[src/rtl/spi_pkg.sv]
// Shared SPI definitions: data width, irq/status bit positions and register offsets.
package spi_pkg;

    localparam int unsigned DATA_W = 32;
    localparam int unsigned STS_W  = 3;

    // irq_en_i bit positions
    localparam int unsigned BIT_THR = 0;
    localparam int unsigned BIT_EOT = 1;
    localparam int unsigned BIT_OVF = 2;
    // sts_o / sts_clr_i bit positions (EOT and OVF shared with the enables)
    localparam int unsigned BIT_UDF = 0;

    localparam logic [7:0] SPI_CTRL_OFS   = 8'h00;
    localparam logic [7:0] SPI_STATUS_OFS = 8'h04;
    localparam logic [7:0] SPI_TXDATA_OFS = 8'h08;
    localparam logic [7:0] SPI_RXDATA_OFS = 8'h0C;
    localparam logic [7:0] SPI_IRQEN_OFS  = 8'h10;
    localparam logic [7:0] SPI_THRESH_OFS = 8'h14;

endpackage

[src/rtl/spi_rx_buffer_if.sv]
// Receive-buffer bus: producer push, APB pop path, status and interrupt controls.
interface spi_rx_buffer_if #(
    parameter int unsigned DEPTH_W = 2
);
    logic [spi_pkg::DATA_W-1:0] rx_data_i;
    logic                       rx_vld_i;
    logic                       eot_i;
    logic                       rd_req_i;
    logic [spi_pkg::DATA_W-1:0] rd_data_o;
    logic [DEPTH_W:0]           level_o;
    logic                       empty_o;
    logic                       full_o;
    logic [DEPTH_W:0]           thresh_i;
    logic [spi_pkg::STS_W-1:0]  irq_en_i;
    logic [spi_pkg::STS_W-1:0]  sts_clr_i;
    logic [spi_pkg::STS_W-1:0]  sts_o;
    logic                       irq_o;

    modport slave (
        input  rx_data_i, rx_vld_i, eot_i, rd_req_i, thresh_i, irq_en_i, sts_clr_i,
        output rd_data_o, level_o, empty_o, full_o, sts_o, irq_o
    );

    modport master (
        output rx_data_i, rx_vld_i, eot_i, rd_req_i, thresh_i, irq_en_i, sts_clr_i,
        input  rd_data_o, level_o, empty_o, full_o, sts_o, irq_o
    );
endinterface

[src/rtl/spi_rx_irq.sv]
// Sticky status flags (udf, eot_pend, ovf) and the registered interrupt line.
module spi_rx_irq
    import spi_pkg::*;
#(
    parameter int unsigned LVL_W = 3
) (
    input  logic             pclk_i,
    input  logic             prstn_i,
    input  logic             eot_i,
    input  logic             ovf_set_i,
    input  logic             udf_set_i,
    input  logic [STS_W-1:0] sts_clr_i,
    input  logic [STS_W-1:0] irq_en_i,
    input  logic [LVL_W-1:0] level_i,
    input  logic [LVL_W-1:0] thresh_i,
    output logic [STS_W-1:0] sts_o,
    output logic             irq_o
);

    logic ovf_q, ovf_d;
    logic eot_q, eot_d;
    logic udf_q, udf_d;
    logic irq_q, irq_d;
    logic thr_c;

    // Set beats a same-cycle clear so an event is never lost.
    always_comb begin
        ovf_d = ovf_set_i | (ovf_q & ~sts_clr_i[BIT_OVF]);
        eot_d = eot_i     | (eot_q & ~sts_clr_i[BIT_EOT]);
        udf_d = udf_set_i | (udf_q & ~sts_clr_i[BIT_UDF]);
        thr_c = (thresh_i != '0) && (level_i >= thresh_i);
        irq_d = (thr_c & irq_en_i[BIT_THR])
              | (eot_q & irq_en_i[BIT_EOT])
              | (ovf_q & irq_en_i[BIT_OVF]);
    end

    always_ff @(posedge pclk_i or negedge prstn_i) begin
        if (!prstn_i) begin
            ovf_q <= 1'b0;
            eot_q <= 1'b0;
            udf_q <= 1'b0;
            irq_q <= 1'b0;
        end else begin
            ovf_q <= ovf_d;
            eot_q <= eot_d;
            udf_q <= udf_d;
            irq_q <= irq_d;
        end
    end

    assign sts_o = {ovf_q, eot_q, udf_q};
    assign irq_o = irq_q;

endmodule

[src/rtl/spi_rx_buffer.sv]
// SPI receive FIFO: circular show-ahead RAM with level counter, sticky status and irq.
module spi_rx_buffer
    import spi_pkg::*;
#(
    parameter int unsigned DEPTH   = 4,
    parameter int unsigned DEPTH_W = 2
) (
    input  logic             pclk_i,
    input  logic             prstn_i,
    spi_rx_buffer_if.slave   bus
);

    localparam int unsigned LVL_W = DEPTH_W + 1;

    logic [DATA_W-1:0]  mem_q [DEPTH];
    logic [DEPTH_W-1:0] wr_ptr_q, wr_ptr_d;
    logic [DEPTH_W-1:0] rd_ptr_q, rd_ptr_d;
    logic [LVL_W-1:0]   level_q, level_d;

    logic empty_c, full_c;
    logic do_push_c, do_pop_c;
    logic ovf_set_c, udf_set_c;

    assign empty_c = (level_q == '0);
    assign full_c  = (level_q == LVL_W'(DEPTH));

    // A pop while full frees the slot the same-cycle push needs.
    always_comb begin
        do_pop_c  = bus.rd_req_i && !empty_c;
        do_push_c = bus.rx_vld_i && (!full_c || do_pop_c);
        ovf_set_c = bus.rx_vld_i && full_c && !bus.rd_req_i;
        udf_set_c = bus.rd_req_i && empty_c && !bus.rx_vld_i;

        wr_ptr_d = wr_ptr_q;
        rd_ptr_d = rd_ptr_q;
        level_d  = level_q;
        if (do_push_c) begin
            wr_ptr_d = wr_ptr_q + DEPTH_W'(1);
        end
        if (do_pop_c) begin
            rd_ptr_d = rd_ptr_q + DEPTH_W'(1);
        end
        level_d = level_q + LVL_W'(do_push_c) - LVL_W'(do_pop_c);
    end

    always_ff @(posedge pclk_i or negedge prstn_i) begin
        if (!prstn_i) begin
            wr_ptr_q <= '0;
            rd_ptr_q <= '0;
            level_q  <= '0;
        end else begin
            wr_ptr_q <= wr_ptr_d;
            rd_ptr_q <= rd_ptr_d;
            level_q  <= level_d;
        end
    end

    // Storage carries no reset; stale words are unreachable once pointers clear.
    always_ff @(posedge pclk_i) begin
        if (do_push_c) begin
            mem_q[wr_ptr_q] <= bus.rx_data_i;
        end
    end

    spi_rx_irq #(
        .LVL_W (LVL_W)
    ) u_irq (
        .pclk_i    (pclk_i),
        .prstn_i   (prstn_i),
        .eot_i     (bus.eot_i),
        .ovf_set_i (ovf_set_c),
        .udf_set_i (udf_set_c),
        .sts_clr_i (bus.sts_clr_i),
        .irq_en_i  (bus.irq_en_i),
        .level_i   (level_q),
        .thresh_i  (bus.thresh_i),
        .sts_o     (bus.sts_o),
        .irq_o     (bus.irq_o)
    );

    assign bus.rd_data_o = mem_q[rd_ptr_q];
    assign bus.level_o   = level_q;
    assign bus.empty_o   = empty_c;
    assign bus.full_o    = full_c;

endmodule

[src/flat_wrapper.sv]
// flat-port wrapper written by rule: the top's interface ports become plain ports
module spi_rx_buffer_flat import spi_pkg::*;
#(
    parameter int unsigned DEPTH   = 4,
    parameter int unsigned DEPTH_W = 2
)
  (pclk_i, prstn_i, bus_rx_data_i, bus_rx_vld_i, bus_eot_i, bus_rd_req_i, bus_thresh_i, bus_irq_en_i, bus_sts_clr_i, bus_rd_data_o, bus_level_o, bus_empty_o, bus_full_o, bus_sts_o, bus_irq_o);
  spi_rx_buffer_if #(.DEPTH_W(DEPTH_W)) bus_i ();
  input  logic pclk_i;
  input  logic prstn_i;
  input wire logic [$bits(bus_i.rx_data_i)-1:0] bus_rx_data_i;
  input wire logic [$bits(bus_i.rx_vld_i)-1:0] bus_rx_vld_i;
  input wire logic [$bits(bus_i.eot_i)-1:0] bus_eot_i;
  input wire logic [$bits(bus_i.rd_req_i)-1:0] bus_rd_req_i;
  input wire logic [$bits(bus_i.thresh_i)-1:0] bus_thresh_i;
  input wire logic [$bits(bus_i.irq_en_i)-1:0] bus_irq_en_i;
  input wire logic [$bits(bus_i.sts_clr_i)-1:0] bus_sts_clr_i;
  output wire logic [$bits(bus_i.rd_data_o)-1:0] bus_rd_data_o;
  output wire logic [$bits(bus_i.level_o)-1:0] bus_level_o;
  output wire logic [$bits(bus_i.empty_o)-1:0] bus_empty_o;
  output wire logic [$bits(bus_i.full_o)-1:0] bus_full_o;
  output wire logic [$bits(bus_i.sts_o)-1:0] bus_sts_o;
  output wire logic [$bits(bus_i.irq_o)-1:0] bus_irq_o;
  assign bus_i.rx_data_i = bus_rx_data_i;
  assign bus_i.rx_vld_i = bus_rx_vld_i;
  assign bus_i.eot_i = bus_eot_i;
  assign bus_i.rd_req_i = bus_rd_req_i;
  assign bus_i.thresh_i = bus_thresh_i;
  assign bus_i.irq_en_i = bus_irq_en_i;
  assign bus_i.sts_clr_i = bus_sts_clr_i;
  assign bus_rd_data_o = bus_i.rd_data_o;
  assign bus_level_o = bus_i.level_o;
  assign bus_empty_o = bus_i.empty_o;
  assign bus_full_o = bus_i.full_o;
  assign bus_sts_o = bus_i.sts_o;
  assign bus_irq_o = bus_i.irq_o;
  spi_rx_buffer #(.DEPTH(DEPTH), .DEPTH_W(DEPTH_W)) u_core (.pclk_i(pclk_i), .prstn_i(prstn_i), .bus(bus_i));
endmodule
[config.mk]
export PLATFORM = sky130hd
export DESIGN_NAME = spi_rx_buffer_flat
export DESIGN_NICKNAME = d
export VERILOG_FILES = /design/src/rtl/spi_pkg.sv /design/src/rtl/spi_rx_buffer_if.sv /design/src/rtl/spi_rx_irq.sv /design/src/rtl/spi_rx_buffer.sv /design/src/flat_wrapper.sv
export SDC_FILE = /design/constraint.sdc
export NUM_CORES = 1
export LEC_CHECK = 0
export CAP_MARGIN = 30
export CORE_MARGIN = 3
export CORE_UTILIZATION = 40
export CTS_CLUSTER_SIZE = 10
export DETAILED_ROUTE_END_ITERATION = 8
export PLACE_DENSITY_LB_ADDON = 0.3
export SLEW_MARGIN = 5
export SYNTH_ARGS = -nofsm -noshare
export SYNTH_HDL_FRONTEND = slang
export SYNTH_SLANG_ARGS = --single-unit
[constraint.sdc]
create_clock -name pclk_i -period 2.1 [get_ports pclk_i]
set_input_delay 0.42 -clock pclk_i [delete_from_list [all_inputs] [get_ports pclk_i]]
set_output_delay 0.42 -clock pclk_i [all_outputs]
set_load 0.01 [all_outputs]
==> results.cfg <==
[power]
finalPower_w = 0.0110
power_density_nw_per_um2 = 1480
total_leakage_power_nw = 2.66
seqPwrFrac_pct = 34.9
netSwitchingPower_w = 0.00296
ir_worst_vdd_mv = 0.753
pwr-share-clk_pct = 28.1
power.internal_w = 0.00804
p_sw_share_pct = 26.9
p_comb_share_pct = 37.0

[final_layout]
area_growth_pct = 38.5
fin_nets = 416
n_antenna_cell = 0
final_cells = 545
fin_util_pct = 57.8
final_cell_area_um2 = 7450
drive_gt1_share_pct = 38.1

[synth]
synth_top_cells_by_area = edfxtp_1, mux4_2, mux4_1, dfrtp_1, ha_1
yosys.cell_types.count = 28
synthCells = 231
synth_edf_count = 128
dominantRegCellSynth = edfxtp_1
syn_nets = 287
async_flop_share_pct = 7.91
syn-mean-instance-area_um2 = 23.3
synth_most_common_cell = edfxtp_1
synthTopCellsByCount = edfxtp_1, mux4_2, mux4_1
yosysSeqAreaShare_pct = 76.6
synth-seq-cells = 139
yosys_warnings = 0
syn-cell-area_um2 = 5380
yosysTopAreaCellShare_pct = 71.5
yosys.area.top_type = edfxtp_1

[floorplan]
fp.dieW_um = 122
die_area_um2 = 14900
die_h_um = 122
io_pins = 87
num_rows = 41
start_util_pct = 41.8
coreArea_um2 = 12900

[timing]
finalHoldViolations = 0
max_freq_ghz = 0.442
fin_skew_ns = 0.00638
finalSetupViolations = 30
worst_pin_slew_ns = 0.550
layout_min_cycle_time_ns = 2.26
drv_slew = 0
finalCritPeriodShare_pct = 108
layout_setup_ws_ns = -0.164
max_slew_margin_pct = 63.2
grt_setup_unrepaired = yes

[worst_setup_path]
crit_fanout = 7
r2r_slack_ns = 0.13
crit_path_end_kind = output port
worstSetupPathType = reg -> out
rr_worst_depth = 7
critPathRequiredTime_ns = 1.68
worstSetupStartpointType = flip-flop
cp.arrival_ns = 1.84
startpoint = u_core.rd_ptr_q[0]$_DFFE_PN0P_
crit_end = bus_rd_data_o[14]
worstReg2RegEnd = u_core.bus.level_o[2]$_DFF_PN0_
r2r_start = u_core.bus.level_o[0]$_DFF_PN0_

[clock_tree]
clkTransAtPathRegs_ns = 0.06
clockRootBuffer = clkbuf_16
cts_made_buffers = 17
insertion_delay_ns = 0.41
tritoncts = built
cts.sinks = 139
htreeDepth = 4
holdBufCountCts = 0
clockBufferDepth = 2

[global_routing]
grt_pass1_wl_um = 15700
grt_pass1_vias = 2865
grt_max_degree = 27
grt_use_total_pct = 14.5
grt-ovfl-total = 0
antenna_found_initial = 0

[route]
drt-vias-per-instance = 4.87
dr.pass1.iters = 4
drtAntennaViolNets = 0
drcViolationCount = 0
drt-wirelength-per-cell_um = 18.3
drt_wl_total_um = 9950
vias = 2654
first_iter_violations = 172

[status]
status = complete, but fails checks
violations = negative setup slack

[place]
placed_cell_area_um2 = 6640
gp_congestion = 0.723
place.port_buffers = 86
dp.cells = 496
dp_hpwl_um = 6040

[worst_hold_path]
hp-class = in -> async

[run]
drv_cap = 0
[how the worst min path moves through the flow]
stage,end,cells after the start,startpoint
after detailed placement,u_core.u_irq.eot_q$_DFF_PN0_,1,u_core.u_irq.eot_q$_DFF_PN0_
final,u_core.u_irq.udf_q$_DFF_PN0_,1,prstn_i
after global routing,u_core.u_irq.udf_q$_DFF_PN0_,1,prstn_i
after CTS,u_core.u_irq.udf_q$_DFF_PN0_,1,prstn_i
after floorplan,u_core.bus.level_o[0]$_DFF_PN0_,0,prstn_i
after global placement,u_core.u_irq.eot_q$_DFF_PN0_,1,u_core.u_irq.eot_q$_DFF_PN0_
[cell families (layout without fill, tap and decap cells)]
logic type | after synthesis | after routing | synth area share, %
flip-flops | 139 | 139 | 76.6
multiplexers | 33 | 33 | 14.7
buffers and inverters | 23 | 165 | 2.58
AND/OR/NAND/NOR | 12 | 12 | 1.75
adder cells (fa/ha/maj) | 10 | 10 | 2.47
AO/OA/AOI/OAI | 9 | 9 | 1.14
XOR/XNOR | 5 | 5 | 0.814
[final cells by class]
type | instances | area, µm²
repair buffers | 122 | 1370
clock buffers | 18 | 429
inverters | 11 | 41.3
multi-input cells | 69 | 1070
clock inverters | 14 | 195
flip-flops and latches | 139 | 4120
well taps | 172 | 215
fillers | 968 | 5430
[flip-flops by register name, indices dropped and copies added (netlist names)]
register and cells:
u_core.u_irq.eot_q 1, u_core.u_irq.irq_o 1, u_core.rd_ptr_q 2, u_core.mem_q 128, u_core.u_irq.ovf_q 1, u_core.u_irq.udf_q 1, u_core.wr_ptr_q 2, u_core.bus.level_o 3
[worst max-delay path: stages, from the launching register on]
cell	delay (ns)
dfrtp_2	0.43
buf_12	0.14
buf_12	0.13
buf_12	0.11
mux4_2	0.47
buf_2	0.15
[cell usage in the layout (no fill, tap or decap), drive strengths merged, types with 2 or more instances in the layout]
master and count:
o21ai 3, edfxtp 128, clkinv 5, mux4 32, buf 67, ha 9, and2 4, inv 12
bufinv 4, clkinvlp 4, a21o 2, dlygate4sd2 2, xnor2 4, clkdlybuf4s50 52, dfrtp 11, nand2 2
clkbuf 19
[stage by stage]
step	setup slack (ns)	setup TNS [ns]	hold WS, ns
after global placement	-0.203	-2.28	0.492
final	-0.164	-2.67	0.367
after detailed placement	-0.241	-9.87	0.515
after global routing	-0.236	-4.76	0.376
after floorplan	0.0322	0	0.124
after CTS	-0.235	-3.58	0.351
[per-layer routing]
metal | global-route usage [%] | vias up | share of wire, %
li1 | - | 1206 | -
met1 | 19.2 | 1352 | 43
met2 | 22.6 | 83 | 50
met3 | 3.99 | 13 | 5.3
met4 | 6.51 | 0 | 1.4
met5 | 0 | - | 0
[power groups by stage]
stage / Sequential [W] / Combinational, W / Clock [W]
4_1_cts: 0.00384 / 0.00392 / 0.00316
2_1_floorplan: 0.00385 / 0.00179 / 0
3_3_place_gp: 0.00385 / 0.00355 / 0
6_report: 0.00383 / 0.00407 / 0.00309
3_5_place_dp: 0.00388 / 0.00357 / 0
5_1_grt: 0.00388 / 0.00438 / 0.00329
[what timing repair did]
action,in CTS,in global routing
pin swaps,0,2
setup buffers,11,6
setup endpoints to repair,34,33
cloned,1,0
resized for setup,168,21
Power figures use the tool's default switching activity.
